<file path="config.mk">
export PLATFORM = sky130hd
export DESIGN_NAME = alu_seq_ctrl
export DESIGN_NICKNAME = d
export VERILOG_FILES = /design/src/rtl/alu_seq_pkg.sv /design/src/rtl/alu_seq_gray3_counter.sv /design/src/rtl/alu_seq_ctrl.sv
export SDC_FILE = /design/constraint.sdc
export NUM_CORES = 1
export LEC_CHECK = 0
export CORE_UTILIZATION = 46
export DETAILED_ROUTE_END_ITERATION = 10
export HOLD_SLACK_MARGIN = 0.08
export PLACE_DENSITY_LB_ADDON = 0.08
export SLEW_MARGIN = 40
export SYNTH_ARGS = -nofsm -noshare
export SYNTH_HDL_FRONTEND = slang
export SYNTH_SLANG_ARGS = --single-unit
</file>
<file path="constraint.sdc">
create_clock -name clk -period 1.9 [get_ports clk]
set_input_delay 0.38 -clock clk [delete_from_list [all_inputs] [get_ports clk]]
set_output_delay 0.38 -clock clk [all_outputs]
set_load 0.01 [all_outputs]
</file>
<file path="src/rtl/alu_seq_pkg.sv">
// Shared types for alu_seq_ctrl: sequencer state encoding, Gray address step and watchdog default.
// The optional watchdog is enabled by defining ALU_SEQ_TIMEOUT_EN.
package alu_seq_pkg;

  localparam int unsigned ADDR_W          = 3;
  localparam int unsigned LEN_W           = 3;
  localparam int unsigned TIMEOUT_DEFAULT = 15;

  typedef enum logic [2:0] {
    IDLE  = 3'd0,
    ISSUE = 3'd1,
    WAIT  = 3'd2,
    DONE  = 3'd3,
    ERR   = 3'd4
  } state_t;

  // Next 3-bit Gray code: decode to binary, increment, re-encode (wraps 100 -> 000).
  function automatic logic [ADDR_W-1:0] gray_next(input logic [ADDR_W-1:0] g);
    logic [ADDR_W-1:0] b;
    b[2] = g[2];
    b[1] = b[2] ^ g[1];
    b[0] = b[1] ^ g[0];
    b    = b + ADDR_W'(1);
    return b ^ (b >> 1);
  endfunction

endpackage

</file>
<file path="src/rtl/alu_seq_gray3_counter.sv">
// gray3_counter: operand/op-table address register stepping in 3-bit Gray order.
module gray3_counter
  import alu_seq_pkg::*;
(
  input  logic              clk,
  input  logic              reset,
  input  logic              adv,
  input  logic              clr,
  output logic [ADDR_W-1:0] count
);

  // Clear wins over advance so an abort or sequence end always parks at 000.
  always_ff @(posedge clk or negedge reset) begin
    if (!reset) begin
      count <= '0;
    end else if (clr) begin
      count <= '0;
    end else if (adv) begin
      count <= gray_next(count);
    end
  end

endmodule

</file>
<file path="src/rtl/alu_seq_ctrl.sv">
// alu_seq_ctrl: issues len+1 ALU operations over Gray-coded addresses, one launch per op.
// Define ALU_SEQ_TIMEOUT_EN to build the WAIT-state watchdog (ERR state, sticky err).
module alu_seq_ctrl
  import alu_seq_pkg::*;
#(
  parameter int unsigned TIMEOUT = TIMEOUT_DEFAULT
) (
  input  logic              clk,
  input  logic              reset,
  input  logic              start,
  input  logic [LEN_W-1:0]  len,
  input  logic              abort,
  input  logic              alu_done,
  output logic [ADDR_W-1:0] addr,
  output logic              alu_start,
  output logic              busy,
  output logic              seq_done,
  output logic              err
);

  state_t           state;
  state_t           state_nx;
  logic [LEN_W-1:0] ops_left;
  logic [LEN_W-1:0] ops_left_nx;
  logic             adv;
  logic             clr;
  logic             wd_fire;

`ifdef ALU_SEQ_TIMEOUT_EN
  localparam int unsigned WD_W = (TIMEOUT < 2) ? 1 : $clog2(TIMEOUT);

  logic [WD_W-1:0] wd_cnt;

  // Fires on the TIMEOUT-th consecutive WAIT cycle without a completion.
  assign wd_fire = (state == WAIT) && !alu_done && (wd_cnt == WD_W'(TIMEOUT - 1));

  always_ff @(posedge clk or negedge reset) begin
    if (!reset) begin
      wd_cnt <= '0;
    end else if (state == ISSUE) begin
      wd_cnt <= '0;
    end else if ((state == WAIT) && !alu_done && !wd_fire) begin
      wd_cnt <= wd_cnt + WD_W'(1);
    end
  end

  always_ff @(posedge clk or negedge reset) begin
    if (!reset) begin
      err <= 1'b0;
    end else if (state_nx == ERR) begin
      err <= 1'b1;
    end else if ((state == IDLE) && start) begin
      err <= 1'b0;
    end
  end
`else
  logic unused_timeout;

  assign unused_timeout = 1'(TIMEOUT % 2);
  assign wd_fire        = 1'b0;
  assign err            = 1'b0;
`endif

  always_ff @(posedge clk or negedge reset) begin
    if (!reset) begin
      state     <= IDLE;
      ops_left  <= '0;
      alu_start <= 1'b0;
      busy      <= 1'b0;
      seq_done  <= 1'b0;
    end else begin
      state     <= state_nx;
      ops_left  <= ops_left_nx;
      alu_start <= (state_nx == ISSUE);
      busy      <= (state_nx != IDLE);
      seq_done  <= (state_nx == DONE);
    end
  end

  // Next state; abort overrides completion and watchdog in every busy state.
  always_comb begin
    state_nx    = state;
    ops_left_nx = ops_left;
    adv         = 1'b0;
    clr         = 1'b0;
    case (state)
      IDLE: begin
        if (start) begin
          ops_left_nx = len;
          state_nx    = ISSUE;
        end
      end
      ISSUE: state_nx = WAIT;
      WAIT: begin
        if (alu_done) begin
          if (ops_left != '0) begin
            ops_left_nx = ops_left - LEN_W'(1);
            adv         = 1'b1;
            state_nx    = ISSUE;
          end else begin
            state_nx = DONE;
          end
        end else if (wd_fire) begin
          state_nx = ERR;
        end
      end
      DONE: begin
        clr      = 1'b1;
        state_nx = IDLE;
      end
      ERR: begin
        clr      = 1'b1;
        state_nx = IDLE;
      end
      default: begin
        clr      = 1'b1;
        state_nx = IDLE;
      end
    endcase
    if (abort && (state != IDLE)) begin
      state_nx = IDLE;
      adv      = 1'b0;
      clr      = 1'b1;
    end
  end

  gray3_counter u_addr (
    .clk   (clk),
    .reset (reset),
    .adv   (adv),
    .clr   (clr),
    .count (addr)
  );

endmodule

</file>
# == Word level (Yosys, flattened, before mapping) ==
# Index checks and enable logic that the tools add are counted.
# op_classes
n_addsub,2
reduce_logical,9
n_bitwise,3
n_eq_ne,7
mux,17
# op_table
operator,count
$mux 3,8
$pmux 3 s3,1
$reduce_bool 3->1,3
$eq 3x1->1 const B,2
$eq 3x2->1 const B,2
$mux 1,6
$ne 2x2->1 const B,3
$pmux 3 s2,1
$reduce_and 4->1,1
$reduce_bool 2->1,2
$add 3x1->3 const B,1
$logic_not 3->1,1
$reduce_or 3->1,1
$sub 3x1->3 const B,1
$xor 3x2->3,1
$mux 2,1
$xor 1x1->1,2
$logic_and 1x1->1,1
# totals
inputBits,8
register_bits,12
wordCells,44

# == Depth between registers and ports, before layout ==
# logic_depth
ltp_word,7
ltp_mapped,7
depth_no_buf,7

# == Hierarchy ==
# A second synthesis with hierarchy kept.
# hier_totals
hier_cells,67
area_unflattened_um2,660.6
# modules_own_cells
module,area_each_um2,cells_each,seq_area_each_um2,n_inst
alu_seq_ctrl,514.2,54,225.2,1
gray3_counter,146.4,13,75.1,1

# == Least setup slack after synthesis ==
# No wires, ideal clock.
# synth_path
path_type,reg2reg
from,register ops_left[0]
to,register ops_left[2]
path_stages_with_launch,7
required_time_ns,1.779
slack_ns,0.483
arrival_time_ns,1.296
path_buffers,0
cell_sequence,dfrtp_1 -> inv_1 -> ha_1 -> nand2b_1 -> a31oi_1 -> a21oi_1 -> o22a_1
# synth_via
elab_chain_cells,4
word_cells_on_any_way,7
classes_between,add/sub: 1; eq/ne: 1; mux: 3; reduce/logical: 2
# synth_rtl
element,line,rtl
"start, declared",alu_seq_ctrl.sv:23,logic [LEN_W-1:0] ops_left;
"start signal, assigned",alu_seq_ctrl.sv:73,ops_left <= ops_left_nx;
$sub 3x1->3,alu_seq_ctrl.sv:97,ops_left_nx = ops_left - LEN_W'(1);
$mux 3,alu_seq_ctrl.sv:96,if (ops_left != '0) begin
$mux 3,alu_seq_ctrl.sv:95,if (alu_done) begin
$pmux 3 s2,alu_seq_ctrl.sv:86,case (state)
# Parallel ways exist; a longest one is shown, timed or not. The select of a mux whose other input is x is not followed.
# A chain may end at the register's enable or synchronous reset.

# == Worst setup path after layout ==
# layout_path
from,register u_addr.count[0]
to,output addr[0]
# layout_lines
element,line,rtl
"start, declared",alu_seq_gray3_counter.sv:9,output logic [ADDR_W-1:0] count
"start signal, assigned",alu_seq_gray3_counter.sv:19,count <= gray_next(count);
"end, declared",alu_seq_ctrl.sv:14,"output logic [ADDR_W-1:0] addr,"
# No word-level cell between the ends.

==> PnR_summary.wiki <==
{| class="wikitable"
! Metric !! Value
|-
| Tcrit/Tclk final || 86.2%
|-
| Die outline width || around 39 µm
|-
| Vias in the first global route || 409
|-
| Final net count || 93
|-
| Critical path, cell by cell || clkdlybuf4s50_1
|-
| Average via count per standard cell || ~5.1
|-
| Synth warnings || 0
|-
| Path type of the worst min-delay path || in2async
|-
| Fraction of power spent switching nets || around a quarter
|-
| DRC violations left || 0
|-
| Area Overhead vs Synth || 29.2%
|-
| Worst setup SP type || flop
|-
| Worst endpoint data arrival time || approximately 1.3 ns
|-
| Number of input and output port buffers inserted || 13
|-
| Cell at the root of the clock tree || sky130_fd_sc_hd__clkbuf_4
|-
| Final sum of negative setup slack || 0 ns
|-
| I/O pin count || 15
|-
| Die area || 1530 µm²
|-
| Hold slack || approximately 0.45 ns
|-
| Worst path required time || 1.52 ns
|-
| RSZ-0062 raised after global routing || no
|-
| Peak ir drop on the vdd network || ~0.63 mV
|-
| Final number of max-transition violations || 0
|-
| Beginning of the critical path || u_addr.count[0]
|-
| Part of the power in registers || roughly half
|-
| Number of buffers added to fix hold violations after cts || 0
|-
| Total wirelength of the detailed-routed design || ~1100 µm
|-
| Inserted Clock Buffers || 3
|-
| Critical path's top delay family || buffers and inverters
|-
| Share of the yosys chip area belonging to registers || 47.3%
|-
| Standard cell with the maximum stage delay on the critical path || sky130_fd_sc_hd__clkdlybuf4s50_1
|-
| Post_cts resized || 0
|-
| Total core area || 1280 µm²
|-
| Internal || 0.000445 W
|-
| Clk slew on worst S/H paths || around 0.07 ns
|-
| Count of buffer and inverter cells on the critical path || 1
|-
| Count of nets left with antenna violations after detail routing || 0
|-
| Cell count after synthesis || 64
|-
| Total routing resource utilization after global routing || between 10% and 20%
|-
| Total inserted antenna cells || 0
|-
| Max-cap check violation count || 0
|-
| Area of all placed cells without fillers || ~820 µm²
|-
| Max Clock Skew || between 0.005 and 0.006 ns
|-
| Count of vias placed by the detailed router || about 490
|-
| H-tree levels || 1
|-
| Mean Syn Cell Area || between 9 and 10 µm²
|-
| HPWL after detailed placement || around 800 µm
|-
| Area of the mapped netlist || approximately 630 µm²
|-
| Max Root-Sink Buffers || 2
|-
| TritonCTS clock tree || built
|-
| Later-pin clock latency in the skew report || 0.27 ns
|-
| Die height || a little under 40 µm
|-
| Pin slew with the least headroom to its limit || around 0.52 ns
|-
| Number of distinct library cells after synthesis || 29
|-
| Number of antenna violations at the first check in global routing || 0
|-
| Tmin final || roughly 1.6 ns
|-
| Classification of the worst setup path || reg2out
|-
| Max-Slew Margin vs Limit || between 60% and 70%
|-
| Power spent charging and discharging nets || 0.000153 W
|-
| DR iter-0 viols || 7
|-
| Maximum frequency from static timing analysis || roughly 610 MHz
|-
| Power share of the clock group || 33.1%
|-
| Effective utilization at floorplan || between 40% and 50%
|-
| Utilization after layout || roughly 64%
|-
| Seq cells post-synth || 12
|-
| Ratio of cells with drive above 1 in the final layout || ~12%
|-
| Largest fanout of any net on the critical path || 4
|-
| Number of hold violations in the final report || 0
|-
| Pwr/cell area || about 730 nW/µm²
|-
| Clock net sink count || 12
|-
| Count of buffers added by post-CTS timing repair for setup || 0
|-
| Static leakage power || 0.386 nW
|-
| GPL Wtd Cong || 0.674
|-
| First-pass GRT wire length || between 1500 and 2000 µm
|-
| Total placed instance area || about 800 µm²
|-
| Combinational group share of total power || 18.2%
|-
| CP endpoint kind || primary output
|-
| Result of the run || finished, final reports clean
|-
| Total overflow reported by the global router || 0
|-
| Cell row count || 13
|-
| Worst r2r src || ops_left[0]
|-
| Number of filler cells placed in the layout || 120
|-
| Largest stage delay, worst path || between 0.5 and 0.6 ns
|-
| Pin count of the biggest net entering global routing || 13
|-
| Endpoints failing setup || 0
|-
| First drt pass iteration count || 4
|-
| Average routed wire per standard cell || between 10 and 15 µm
|}
-- cell usage after synthesis --
cell | number | area share [%]
sky130_fd_sc_hd__mux2i_1 | 2 | 3.2
sky130_fd_sc_hd__nand4_4 | 1 | 3.4
sky130_fd_sc_hd__nand3_1 | 1 | 0.79
sky130_fd_sc_hd__a21oi_2 | 1 | 1.4
sky130_fd_sc_hd__and2b_1 | 1 | 1.2
sky130_fd_sc_hd__xnor2_1 | 1 | 1.4
sky130_fd_sc_hd__conb_1 | 1 | 0.59
sky130_fd_sc_hd__o21bai_1 | 1 | 1.2
sky130_fd_sc_hd__inv_1 | 6 | 3.6
sky130_fd_sc_hd__nor4b_1 | 1 | 1.4
sky130_fd_sc_hd__nor2_1 | 9 | 5.3
sky130_fd_sc_hd__a31oi_1 | 2 | 2.0
sky130_fd_sc_hd__nor3b_2 | 1 | 2.0
sky130_fd_sc_hd__a21o_1 | 1 | 1.2
sky130_fd_sc_hd__buf_6 | 1 | 1.8
sky130_fd_sc_hd__a211oi_1 | 1 | 1.2
sky130_fd_sc_hd__buf_4 | 1 | 1.2
sky130_fd_sc_hd__or2b_1 | 1 | 1.2
sky130_fd_sc_hd__nand4b_1 | 1 | 1.4
sky130_fd_sc_hd__nand2_1 | 4 | 2.4
sky130_fd_sc_hd__or2_0 | 1 | 0.99
sky130_fd_sc_hd__nand2b_1 | 1 | 0.99
sky130_fd_sc_hd__dfrtp_1 | 12 | 47
sky130_fd_sc_hd__ha_1 | 2 | 3.9
sky130_fd_sc_hd__o21ai_0 | 4 | 3.2
sky130_fd_sc_hd__o22ai_1 | 1 | 0.99
sky130_fd_sc_hd__and2b_2 | 1 | 1.4
sky130_fd_sc_hd__o22a_1 | 1 | 1.4
sky130_fd_sc_hd__a21oi_1 | 3 | 2.4
-- registers in the layout, summed over array words and instances, names as in the netlist --
name / cells
alu_start: 1
busy: 1
ops_left: 3
seq_done: 1
state: 3
u_addr.count: 3
-- power by group through the flow --
stage | clock network, W | registers (W) | logic (W)
after floorplan | 0 | 0.000295 | 0.0000682
after detailed placement | 0 | 0.000297 | 0.000110
after global routing | 0.000217 | 0.000294 | 0.000129
final | 0.000198 | 0.000291 | 0.000109
after CTS | 0.000207 | 0.000292 | 0.000111
after global placement | 0 | 0.000296 | 0.000108
-- metal layers --
layer  wire length (µm)  vias to the layer above  part of all wire, %  track usage (%)
met5                  0                        -                    0                0
met4                 19                        0                  1.8             7.76
met3                 61                        2                  5.8             8.67
met2                512                       10                   48             28.3
met1                467                      228                   44             20.9
li1                   -                      251                    -                -
-- stage by stage --
| stage | power [W] | instances | worst slack (ns) |
|---|---|---|---|
| 2_1_floorplan | 0.000363 | 65 | 0.483 |
| 3_3_place_gp | 0.000404 | 93 | 0.159 |
| 3_5_place_dp | 0.000407 | 93 | 0.162 |
| 4_1_cts | 0.000610 | 97 | 0.240 |
| 5_1_grt | 0.000641 | 97 | 0.128 |
| 6_report | 0.000598 | 97 | 0.262 |
-- worst reg2reg max path, stage by stage, from the launching register on --
cell	delay (ns)
sky130_fd_sc_hd__dfrtp_1	0.38
sky130_fd_sc_hd__inv_1	0.10
sky130_fd_sc_hd__ha_1	0.15
sky130_fd_sc_hd__nand2b_1	0.15
sky130_fd_sc_hd__a31oi_1	0.45
sky130_fd_sc_hd__a211oi_1	0.10
sky130_fd_sc_hd__a21o_1	0.17
-- cells by family (layout without fill, tap and decap cells) --
| family | after synthesis | count (layout) | synth area share (%) |
|---|---|---|---|
| compound gates | 15 | 15 | 14.8 |
| xor+xnor | 1 | 1 | 1.38 |
| fa+ha+maj | 2 | 2 | 3.94 |
| buf+inv | 8 | 25 | 6.51 |
| flops | 12 | 12 | 47.3 |
| mux | 2 | 2 | 3.16 |
| other cells | 1 | 2 | 0.591 |
| simple gates | 23 | 23 | 22.3 |
-- cell usage in the layout, fill, tap and decap left out, drive strengths merged --
master and instances:
clkdlybuf4s50 13, mux2i 2, nand2 4, buf 2
o21ai 4, o22a 1, nor3b 1, inv 6
nor2 9, nand2b 1, a21o 1, nor4b 1
and2b 2, or2 1, a31oi 2, nand3 1
clkbuf 4, nand4b 1, o21bai 1, xnor2 1
conb 2, a211oi 1, nand4 1, a21oi 4
o22ai 1, dfrtp 12, or2b 1, ha 2
-- path summary, 6_finish.rpt --
kind,slack (ns),to,cells after the start
max in group asynchronous,1.10,busy,1
min in group clk,0.48,ops_left[1],1
hold / removal,0.45,ops_left[0],1
hold reg to reg,0.48,ops_left[1],1
setup reg to reg,0.29,ops_left[1],6
setup / recovery,0.26,addr[0],1
-- area by class of cell --
class                   instances  area, µm²  area share (%)
inverters                       6       22.5            2.75
flip-flops and latches         12        300            36.6
multi-input cells              45        297            36.2
well taps                      15       18.8            2.29
clock buffers                   4       36.3            4.43
repair buffers                 15        145            17.7
Power figures use the tool's default switching activity.
